<file path="src/rtl/pcie_multilane_scrambler.sv">
// Gen1/Gen2 multi-lane TX scrambler: per-lane LFSR with COM/SKP
// handling, TS ordered-set bypass window and fixed 2-cycle latency.
module pcie_multilane_scrambler #(
    parameter int NUM_LANES   = 4,
    parameter int MAX_BYTES   = 4,
    parameter int OS_DATA_LEN = 15
) (
    input  logic                             clk_i,
    input  logic                             rst_ni,
    input  logic [5:0]                       pipe_width_i,
    input  logic                             scramble_dis_i,
    input  logic                             data_valid_i,
    input  logic [NUM_LANES*MAX_BYTES*8-1:0] data_i,
    input  logic [NUM_LANES*MAX_BYTES-1:0]   data_k_i,
    output logic                             data_valid_o,
    output logic [NUM_LANES*MAX_BYTES*8-1:0] data_o,
    output logic [NUM_LANES*MAX_BYTES-1:0]   data_k_o
);

    localparam int NB = NUM_LANES * MAX_BYTES;
    localparam int CW = $clog2(OS_DATA_LEN + 1);
    localparam logic [7:0]  SYM_COM = 8'hBC;
    localparam logic [7:0]  SYM_SKP = 8'h1C;
    localparam logic [15:0] SEED    = 16'hFFFF;

    typedef struct packed {
        logic [15:0]   lfsr;
        logic          pend;
        logic [CW-1:0] cnt;
    } lane_st_t;

    // returns {scrambled byte, LFSR after 8 shifts}
    function automatic logic [23:0] scr_byte(input logic [15:0] s,
                                             input logic [7:0]  d);
        logic [15:0] l;
        logic [7:0]  o;
        l = s;
        o = '0;
        for (int j = 0; j < 8; j++) begin
            o[j] = d[j] ^ l[15];
            l    = {l[14:0], 1'b0} ^ (l[15] ? 16'h0039 : 16'h0000);
        end
        return {o, l};
    endfunction

    logic [1:0] rst_sync_q;
    logic       rst_n;

    always_ff @(posedge clk_i or negedge rst_ni) begin
        if (!rst_ni) rst_sync_q <= '0;
        else         rst_sync_q <= {rst_sync_q[0], 1'b1};
    end

    assign rst_n = rst_sync_q[1];

    logic [2:0] nb_d;

    always_comb begin
        nb_d = 3'd1;
        case (pipe_width_i)
            6'd16:   if (MAX_BYTES >= 2) nb_d = 3'd2;
            6'd32:   if (MAX_BYTES >= 4) nb_d = 3'd4;
            default: nb_d = 3'd1;
        endcase
    end

    logic          v1_q;
    logic          dis1_q;
    logic [2:0]    nb1_q;
    logic [NB*8-1:0] d1_q;
    logic [NB-1:0]   k1_q;

    always_ff @(posedge clk_i or negedge rst_n) begin
        if (!rst_n) begin
            v1_q   <= 1'b0;
            dis1_q <= 1'b0;
            nb1_q  <= 3'd1;
            d1_q   <= '0;
            k1_q   <= '0;
        end else begin
            v1_q <= data_valid_i;
            if (data_valid_i) begin
                dis1_q <= scramble_dis_i;
                nb1_q  <= nb_d;
                d1_q   <= data_i;
                k1_q   <= data_k_i;
            end
        end
    end

    lane_st_t        st_q [NUM_LANES];
    lane_st_t        st_d [NUM_LANES];
    lane_st_t        cur;
    logic [NB*8-1:0] dout_d;
    logic [NB-1:0]   kout_d;
    logic [7:0]      sym;
    logic [7:0]      scr;
    logic [15:0]     adv;
    logic            kf;

    always_comb begin
        st_d   = st_q;
        dout_d = '0;
        kout_d = '0;
        cur    = '0;
        sym    = '0;
        scr    = '0;
        adv    = '0;
        kf     = 1'b0;
        for (int l = 0; l < NUM_LANES; l++) begin
            cur = st_q[l];
            for (int b = 0; b < MAX_BYTES; b++) begin
                if (v1_q && b < int'(nb1_q)) begin
                    sym = d1_q[(l*MAX_BYTES+b)*8 +: 8];
                    kf  = k1_q[l*MAX_BYTES+b];
                    {scr, adv} = scr_byte(cur.lfsr, sym);
                    kout_d[l*MAX_BYTES+b] = kf;
                    dout_d[(l*MAX_BYTES+b)*8 +: 8] = sym;
                    if (kf && sym == SYM_COM) begin
                        cur.lfsr = SEED;
                        cur.pend = 1'b1;
                    end else if (!(kf && sym == SYM_SKP)) begin
                        // SKP falls through untouched: LFSR frozen, window kept
                        cur.lfsr = adv;
                        if (kf) begin
                            if (cur.pend) begin
                                cur.pend = 1'b0;
                                cur.cnt  = '0;
                            end
                        end else if (cur.pend) begin
                            cur.pend = 1'b0;
                            cur.cnt  = CW'(OS_DATA_LEN - 1);
                        end else if (cur.cnt != '0) begin
                            cur.cnt = cur.cnt - CW'(1);
                        end else if (!dis1_q) begin
                            dout_d[(l*MAX_BYTES+b)*8 +: 8] = scr;
                        end
                    end
                end
            end
            st_d[l] = cur;
        end
    end

    always_ff @(posedge clk_i or negedge rst_n) begin
        if (!rst_n) begin
            for (int l = 0; l < NUM_LANES; l++) begin
                st_q[l] <= {SEED, 1'b0, {CW{1'b0}}};
            end
            data_valid_o <= 1'b0;
            data_o       <= '0;
            data_k_o     <= '0;
        end else begin
            data_valid_o <= v1_q;
            data_o       <= dout_d;
            data_k_o     <= kout_d;
            if (v1_q) st_q <= st_d;
        end
    end

endmodule

</file>
<file path="config.mk">
export PLATFORM = sky130hd
export DESIGN_NAME = pcie_multilane_scrambler
export DESIGN_NICKNAME = d
export VERILOG_FILES = /design/src/rtl/pcie_multilane_scrambler.sv
export SDC_FILE = /design/constraint.sdc
export NUM_CORES = 1
export LEC_CHECK = 0
export CAP_MARGIN = 20
export CORE_MARGIN = 4
export CORE_UTILIZATION = 35
export DETAILED_ROUTE_END_ITERATION = 8
export SLEW_MARGIN = 20
export SYNTH_ARGS = -nofsm -noshare
export SYNTH_HDL_FRONTEND = slang
export SYNTH_SLANG_ARGS = --single-unit
</file>
<file path="constraint.sdc">
create_clock -name clk_i -period 13.55 [get_ports clk_i]
set_input_delay 2.71 -clock clk_i [delete_from_list [all_inputs] [get_ports clk_i]]
set_output_delay 2.71 -clock clk_i [all_outputs]
set_load 0.03 [all_outputs]
</file>
==> results.toml <==
[run_status]
status = "complete, no violations"

[setup_path]
start_kind = "flop"
r2r.worst_path.cells = 21
arrival_ps = 7010
reg2reg_slack_ps = 7010
cp_max_fo = 39
cp-end-kind = "flop"
r2r-start = "v1_q$_DFF_PN0_"
critPathRequiredTime_ps = 14020
timing.rr.end = "st_q[42]$_DFFE_PN0P_"
worstSetupPathType = "reg -> reg"

[timing]
tightest_slew_ps = 1140
hold_ws_ps = 339
hold_violations = 0
maxSlewViolCount = 0
layout_min_cycle_time_ps = 6540
fin_crit_sh_pct = 48.3
fmax_ghz = 0.153
slew_headroom_pct = 23.4
fin_ws_ps = 7010
tns_ps = 0
fin_skew_ps = 22.0
rsz0062_at_grt = "no"
setup_violations = 0

[drt]
routed_wirelength_um = 93400
dr.first_iter.drc_count = 2382
viasPerCell = 5.71
drtPass1Iterations = 6
ant_nets = 0
drc = 0
num_vias = 24549
wl_per_cell_um = 21.8

[yosys]
postSynthCellCount = 3044
synthesis.nets = 3214
ys_top_cells_by_area = "dfrtp_1 29%, xnor2_1 7.7%, dfstp_2 6.3%, mux2_2 5.6%, xor2_1 4.1%"
async_reset_ff_share_pct = 100
synth_edf_count = 0
synth_area_leader_cell = "dfrtp_1"
synth_cell_type_count = 110
synth_warnings = 0
avgSynthCellArea_sq_um = 8.89
synth_top_area_share_pct = 29.1
ys.flop_type = "dfrtp_1"
synth_seq_cells = 380
synth-seq-area-share_pct = 35.5
synth_area_sq_um = 27100

[placement]
post-place-ws_ps = 7170
port_buffers = 298
gp_congestion = 0.917
dp_cells = 4204
dp_hpwl_um = 67400
postPlaceCellArea_sq_um = 30800

[run]
maxCapViolations = 0

[hold_path]
holdCritStartpoint = "rst_sync_q[0]$_DFF_PN0_"
min_delay_path_depth = 0
hold_path.class = "reg -> reg"
worstHoldEndpoint = "rst_sync_q[1]$_DFF_PN0_"

[pwr]
ir_worst_vdd_v = 0.000117
total_power_mw = 6.65
p_per_area_nw_per_um2 = 205
leakage_nw = 12.3

[layout]
instances_no_fill = 4296
area_growth_pct = 19.9
fin_util_pct = 42.5
drive_gt1_share_pct = 13.5
design_area_sq_um = 32400
finalNetCount = 3394

[clocking]
clock_path_buffers = 3
cts_sinks = 380
path_clk_slew_ps = 60
cts_resized = 0
clock_latency_ps = 600
cts_tree = "yes"
htreeDepth = 2
post_cts_buffers = 0
cts_inserted_buffers = 48
cts_hold_buf = 0
cts_root_buf = "clkbuf_16"

[die]
start_util_pct = 35.4
die_x_um = 286
ios = 299
dieArea_sq_um = 81800
die_h_um = 286
row_count = 101
coreArea_sq_um = 76300

[global_routing]
grt_pass1_wl_um = 143000
grt_max_degree = 140
grt_pass1_vias = 23366
grt_usage_pct = 22.0
grt_overflow = 0
antenna_found_initial = 6
cell type report:
cell class              instances  area, sq um
multi-input cells            2372        16300
well taps                    1030         1290
fillers                      7636        43900
diodes                          3         7.51
flip-flops and latches        380         9600
clock buffers                  61         1330
inverters                      75          282
repair buffers                347         3360
clock inverters                28          282
metal layers:
metal / global-route usage (%) / share of wire, % / routed length, um
met3: 3.61 / 6.4 / 6020
met1: 31.3 / 45 / 42500
met5: 0 / 0.0075 / 7
met4: 6.06 / 2.8 / 2610
met2: 34.8 / 45 / 42300
layout by cell type (no fill, tap or decap), types with 24 or more instances in the layout:
cell type | netlist | final
inv_1 | 73 | 73
nor4_1 | 37 | 36
clkbuf_16 | 0 | 50
nand3_1 | 57 | 57
dfrtp_1 | 315 | 313
nor2b_1 | 24 | 24
a31oi_1 | 34 | 34
nor3_1 | 56 | 56
or3_1 | 66 | 66
a22oi_1 | 61 | 61
xor2_1 | 128 | 128
buf_4 | 3 | 47
mux2_2 | 135 | 135
xnor2_1 | 237 | 237
o22ai_1 | 76 | 76
and3_1 | 25 | 25
nor2_1 | 266 | 265
nand2b_1 | 44 | 44
a31o_2 | 24 | 24
a21oi_1 | 158 | 158
o21ai_0 | 166 | 165
nand2_1 | 256 | 254
dfstp_2 | 65 | 65
clkdlybuf4s50_1 | 0 | 297
worst max-delay path, cell delays in order, from the launching register on:
cell       delay, ps
dfrtp_2          670
o31a_2           230
buf_4            430
o31ai_4          350
a211oi_1         670
ha_1             390
o311ai_0         170
nor4_1           490
nor3_1           130
a221oi_2         500
ha_1             270
inv_1             80
a2111oi_4        200
o211ai_2         180
a211o_1          320
o211ai_1         180
inv_1            110
ha_1             240
nand4_2          220
o21ai_1          120
xnor2_1          140
a221o_1          320
report_power, final:
part,total (mW),internal (mW),leakage (nW),switching (mW)
combinational,3.60,1.60,6.88,1.99
sequential,1.73,1.36,4.66,0.368
clock,1.33,0.775,0.789,0.550
total,6.65,3.74,12.3,2.91
flip-flops by register name, indices dropped and copies added, names as in the netlist:
| name | count |
|---|---|
| st_q | 84 |
| dis1_q | 1 |
| data_valid_o | 1 |
| data_k_o | 16 |
| d1_q | 128 |
| rst_sync_q | 2 |
| k1_q | 16 |
| data_o | 128 |
| v1_q | 1 |
| nb1_q | 3 |
synthesized netlist by cell type (all sizes together) (17+ instances only):
cell type  instances
mux2             135
a211oi            25
a21o              18
xor2             128
a31o              24
nand2b            44
a31oi             35
dfrtp            315
and3              25
dfstp             65
nor2             266
xnor2            238
inv               74
o21a              18
a221oi            17
a21oi            160
clkbuf           155
and2              20
nor4              38
o221ai            21
o211ai            17
a311oi            22
nor2b             24
nand4             21
buf               62
o31ai             17
or3               66
nand2            256
nand3             57
o21ai            187
o22ai             87
or2               18
a22oi             73
nor3              58
cell families (layout without fill, tap and decap cells):
| logic type | count (synthesis) | in the layout | synth area share [%] |
|---|---|---|---|
| muxes | 139 | 139 | 5.77 |
| and+or+nand+nor | 963 | 963 | 17.6 |
| adders and majority gates | 16 | 16 | 0.740 |
| AOI/OAI and AO/OA | 870 | 870 | 22.6 |
| buffers and inverters | 292 | 511 | 4.44 |
| other | 1 | 4 | 0.0139 |
| DFF | 380 | 380 | 35.5 |
| xor gates and xnor gates | 383 | 383 | 13.3 |
how the worst max path moves through the flow:
| stage | startpoint | end | slack, ps | cells after the start |
|---|---|---|---|---|
| 3_3_place_gp | v1_q$_DFF_PN0_ | st_q[42]$_DFFE_PN0P_ | 7260 | 21 |
| 5_1_grt | v1_q$_DFF_PN0_ | st_q[42]$_DFFE_PN0P_ | 6560 | 21 |
| 3_5_place_dp | v1_q$_DFF_PN0_ | st_q[42]$_DFFE_PN0P_ | 7170 | 21 |
| 6_report | v1_q$_DFF_PN0_ | st_q[42]$_DFFE_PN0P_ | 7010 | 21 |
| 4_1_cts | v1_q$_DFF_PN0_ | st_q[42]$_DFFE_PN0P_ | 7120 | 21 |
| 2_1_floorplan | rst_sync_q[1]$_DFF_PN0_ | d1_q[0]$_DFFE_PN0P_ | 2290 | 0 |
(Power assumes the default switching activity.)
